### config.mk
export PLATFORM = sky130hd
export DESIGN_NAME = ifu_fetch
export DESIGN_NICKNAME = d
export VERILOG_FILES = /design/src/rtl/ifu_fetch_pkg.sv /design/src/rtl/ifu_fetch_pc_unit.sv /design/src/rtl/ifu_fetch.sv
export SDC_FILE = /design/constraint.sdc
export NUM_CORES = 1
export LEC_CHECK = 0
export ABC_AREA = 0
export CAP_MARGIN = 5
export CELL_PAD_IN_SITES_DETAIL_PLACEMENT = 2
export CELL_PAD_IN_SITES_GLOBAL_PLACEMENT = 2
export CORE_ASPECT_RATIO = 0.6
export CORE_MARGIN = 1
export CORE_UTILIZATION = 34
export CTS_CLUSTER_DIAMETER = 200
export DETAILED_ROUTE_END_ITERATION = 10
export DONT_BUFFER_PORTS = 1
export PLACE_DENSITY = 0.9
export REMOVE_ABC_BUFFERS = 1
export SYNTH_ARGS = -nofsm -noshare
export SYNTH_HDL_FRONTEND = slang
export SYNTH_SLANG_ARGS = --single-unit
### constraint.sdc
create_clock -name clk -period 2.4 [get_ports clk]
set_clock_uncertainty 0.05 [all_clocks]
set_input_delay 0.24 -clock clk [delete_from_list [all_inputs] [get_ports clk]]
set_output_delay 0.24 -clock clk [all_outputs]
set_load 0.02 [all_outputs]
### src/rtl/ifu_fetch_pkg.sv
// ifu_fetch_pkg: shared encodings and types for the fetch stage.
// Holds FSM states, the reset PC default and the IR bundle.
package ifu_fetch_pkg;

   typedef enum logic [1:0] {
      FETCH = 2'd0,
      WAIT  = 2'd1,
      HOLD  = 2'd2
   } fetch_state_t;

   localparam logic [31:0] RESET_PC_DEF = 32'h0000_3000;

   typedef struct packed {
      logic [31:0] pc;
      logic [31:0] instr;
   } ir_t;

   function automatic logic [31:0] word_align(
      input logic [31:0] a
   );
      return {a[31:2], 2'b00};
   endfunction

endpackage

### src/rtl/ifu_fetch_pc_unit.sv
// ifu_fetch_pc_unit: program counter register.
// Reset load, +4 advance, aligned redirect load.
module ifu_fetch_pc_unit
   import ifu_fetch_pkg::*;
#(
   parameter logic [31:0] RESET_PC = RESET_PC_DEF
) (
   input  logic        clk,
   input  logic        rst,
   input  logic        redirect_valid,
   input  logic [31:0] redirect_pc,
   input  logic        advance,
   output logic [31:0] pc
);

   // Redirect wins over sequential advance.
   always_ff @(posedge clk) begin
      if (rst) begin
         pc <= RESET_PC;
      end else if (redirect_valid) begin
         pc <= word_align(redirect_pc);
      end else if (advance) begin
         pc <= pc + 32'd4;
      end
   end

endmodule

### src/rtl/ifu_fetch.sv
// ifu_fetch: single-outstanding instruction fetch stage.
// Owns the fetch FSM, the discard flag and the instruction register.
module ifu_fetch
   import ifu_fetch_pkg::*;
#(
   parameter logic [31:0] RESET_PC = RESET_PC_DEF
) (
   input  logic        clk,
   input  logic        rst,
   output logic        imem_req,
   output logic [31:0] imem_addr,
   input  logic        imem_rvalid,
   input  logic [31:0] imem_rdata,
   input  logic        redirect_valid,
   input  logic [31:0] redirect_pc,
   output logic        out_valid,
   input  logic        out_ready,
   output logic [31:0] out_pc,
   output logic [31:0] out_pc4,
   output logic [31:0] out_instr,
   output logic [15:0] out_imm16
);

   fetch_state_t state;
   logic         discard;
   logic         valid_q;
   ir_t          ir;
   logic [31:0]  pc;
   logic         advance;
   logic         drop_rsp;

   // Sequential advance only when decode takes the held instruction.
   assign advance = (state == HOLD) & out_ready & ~redirect_valid;

   // A response is stale if redirected before or during its arrival.
   assign drop_rsp = discard | redirect_valid;

   ifu_fetch_pc_unit #(
      .RESET_PC(RESET_PC)
   ) u_pc_unit (
      .clk           (clk),
      .rst           (rst),
      .redirect_valid(redirect_valid),
      .redirect_pc   (redirect_pc),
      .advance       (advance),
      .pc            (pc)
   );

   // Fetch control: request, wait for data, hold for decode.
   always_ff @(posedge clk) begin
      if (rst) begin
         state   <= FETCH;
         discard <= 1'b0;
         valid_q <= 1'b0;
         ir      <= '{pc: RESET_PC, instr: 32'd0};
      end else begin
         unique case (state)
            FETCH: begin
               state <= WAIT;
               if (redirect_valid) begin
                  discard <= 1'b1;
               end
            end
            WAIT: begin
               unique case (1'b1)
                  imem_rvalid & drop_rsp: begin
                     discard <= 1'b0;
                     state   <= FETCH;
                  end
                  imem_rvalid & ~drop_rsp: begin
                     state   <= HOLD;
                     valid_q <= 1'b1;
                     ir      <= '{pc: pc, instr: imem_rdata};
                  end
                  ~imem_rvalid & redirect_valid: begin
                     discard <= 1'b1;
                  end
                  default: begin
                  end
               endcase
            end
            HOLD: begin
               if (redirect_valid | out_ready) begin
                  state   <= FETCH;
                  valid_q <= 1'b0;
               end
            end
            default: begin
               state   <= FETCH;
               discard <= 1'b0;
               valid_q <= 1'b0;
            end
         endcase
      end
   end

   assign imem_req  = (state == FETCH) & ~rst;
   assign imem_addr = pc;
   assign out_valid = valid_q;
   assign out_pc    = ir.pc;
   assign out_instr = ir.instr;
   assign out_pc4   = ir.pc + 32'd4;
   assign out_imm16 = ir.instr[15:0];

endmodule

==> out/metrics.yaml <==
status: "finished with violations"
drive_above_1_share: 0.163
clk_latency_ps: 350
synth_largest_area_cell: "dfxtp_1"
vdd.ir_drop.worst_mv: 0.353
wl_um: 20200
seqCellArea_mm2: 0.00193
yosysMostFrequentCell: "nand2_1"
io_pins: 215
setup.worst_path.class: "register to output port"
grt_max_degree: 79
max_stage_delay_ps: 490
cts_buffers: 9
setup_violations: 0
crit_slowest_cell: "and4_1"
syn_area_mm2: 0.00476
worstPathRequired_ps: 2110
clock_path_buffers: 2
root_buffer: "clkbuf_16"
synth_top_area_share: 0.404
ant_nets: 0
grt_pass1_vias: 5465
p_per_area_mw_per_mm2: 630
grt_pass1_wl_um: 31000
maxSlewViolCount: 0
start_util: 0.348
relSlewSlack: 0.429
ys_ff_latch: 96
drtIter0Drc: 282
fill_cells: 1524
max_freq_mhz: 424
die_w_um: 155
core_mm2: 0.0137
final_cells: 885
detail_route.wl_per_cell_um: 22.8
antenna_found_initial: 0
synthTopCellsByArea: "dfxtp_1 (40%), nand2_1 (12%), a21oi_1 (6.9%)"
fin_crit_sh: 0.982
post-route-min-period_ps: 2360
synth_edf_count: 0
postCtsSetupBuffers: 0
endpoint_kind: "output port"
gr-usage-all-layers: 0.279
drc_errors: 0
arrival_ps: 2070
ys_top_cells_by_count: "nand2_1 (151), dfxtp_1 (96), a21oi_1 (66)"
cts.sinks: 96
hpwl_um: 13600
dp_slack_ps: 162
synth.distinct_cells: 50
dr.pass1.iters: 4
fin_ws_ps: 42.1
via_per_inst: 5.57
final_core_util: 0.446
path_cells: "and4_1 > and4_1 > nand4_1 > xnor2_1 > buf_4"
syn-instance-count: 615
clkTransAtPathRegs_ps: 70
whs_ps: -3.98
violations: "negative hold slack"
synth_area_per_cell_um2: 7.74
dp.cells: 832
multiInputGateArea_mm2: 0.00251
crit_fanout: 9
n_antenna_cell: 0
worstSetupStartpointType: "register"
dieArea_mm2: 0.0145
io_buffers: 0
crit_family: "simple AND/OR/NAND/NOR gates"
rows: 33
cts_tree: "done"
yosys_warnings: 0
htreeDepth: 3
final_nets: 759
synthToLayoutAreaGrowth_pct: 28.0
p_leak_uw: 0.00219
hold_path_class: "input port to register"
worst_pin_slew_ps: 855
hold_viol: 1
critPathBufInv: 1
synth-main-ff-cell: "dfxtp_1"
grt_overflow: 0
die_h_um: 93.7
vias: 4933
path_common_cell: "and4_1"
place_congestion: 0.836
ys_seq_area_frac: 0.404
async_flop_share: 0
drv_cap: 0
## layout make-up
cell class              count  area share
multi-input cells         447       0.412
flip-flops and latches     96       0.316
repair buffers            118       0.168
clock buffers              12      0.0421
well taps                 192      0.0394
clock inverters             4      0.0125
inverters                  16     0.00986
## what timing repair did
| action | 4_1_cts | 5_1_grt |
|---|---|---|
| hold endpoints to repair | 81 | 1 |
| hold buffers | 36 | 1 |
| setup endpoints to repair | 2 | 13 |
| pin swaps | 0 | 0 |
| resized for setup | 1 | 5 |
## registers in the layout, indices dropped and copies added (netlist names)
name,flops
discard,1
out_instr,32
out_pc,30
out_valid,1
state,2
u_pc_unit.pc,30
## routing by layer
metal,vias to the layer above,global-route usage,part of all wire
li1,2269,-,-
met2,176,0.488,0.49
met4,0,0.0858,0.015
met1,2459,0.330,0.42
met3,29,0.0844,0.076
met5,-,0,0
## cells in the final DEF (no fill, tap or decap), drive strengths merged, types with 2 or more instances in the layout
| cell | Yosys | routed |
|---|---|---|
| ha | 2 | 2 |
| dlygate4sd3 | 0 | 36 |
| and3 | 5 | 5 |
| a2111oi | 6 | 6 |
| dfxtp | 96 | 96 |
| a21oi | 66 | 66 |
| clkbuf | 33 | 12 |
| or4 | 5 | 5 |
| o211a | 2 | 2 |
| o2111a | 3 | 3 |
| a311oi | 5 | 5 |
| or3 | 6 | 6 |
| and2 | 4 | 4 |
| a211oi | 10 | 10 |
| conb | 1 | 6 |
| and4 | 10 | 10 |
| xor2 | 5 | 5 |
| inv | 16 | 16 |
| nand3 | 27 | 27 |
| nor3 | 12 | 12 |
| or2 | 2 | 2 |
| o21ai | 7 | 7 |
| a21o | 2 | 2 |
| nor4 | 12 | 12 |
| nor2b | 3 | 3 |
| bufinv | 0 | 2 |
| nand4b | 2 | 2 |
| a311o | 3 | 3 |
| buf | 28 | 82 |
| nor2 | 23 | 23 |
| nand2 | 151 | 151 |
| o211ai | 3 | 3 |
| nand4 | 18 | 18 |
| xnor2 | 33 | 33 |
| a32oi | 2 | 2 |
| nand3b | 3 | 3 |
## where the power goes
part	leakage, uW	internal (uW)	switching [uW]
sequential	0.000785	1660	114
clock	0.000159	974	645
combinational	0.00125	170	277
## worst paths after layout
check | start | to | slack (ps) | cells after the start
worst max-delay path | out_pc[14] | out_pc4[25] | 40 | 5
worst min-delay path | imem_rdata[31] | out_instr[31] | -4 | 2
worst max register to register | u_pc_unit.pc[6] | u_pc_unit.pc[17] | 100 | 4
worst min register to register | out_pc[2] | out_pc[2] | 470 | 2
## logic make-up (layout without fill, tap and decap cells)
family                     count (synthesis)  after routing  share of synthesized area
DFF                                       96             96                      0.404
and+or+nand+nor                          284            284                      0.284
other                                      1              6                   0.000788
xor gates and xnor gates                  38             38                     0.0699
adders and majority gates                  2              2                    0.00526
muxes                                      1              1                    0.00237
AOI/OAI and AO/OA                        116            116                      0.155
buffers and inverters                     77            150                     0.0791
## per-stage QoR
step	total power [uW]	cell area, um^2	TNS (ps)
6_report	3840	6090	0
5_1_grt	3960	6090	-12.8
3_5_place_dp	2170	5350	0
4_1_cts	3860	6070	0
3_3_place_gp	2130	5350	0
2_1_floorplan	2000	4460	-172400
No activity file was read; power rests on OpenSTA's default activity.
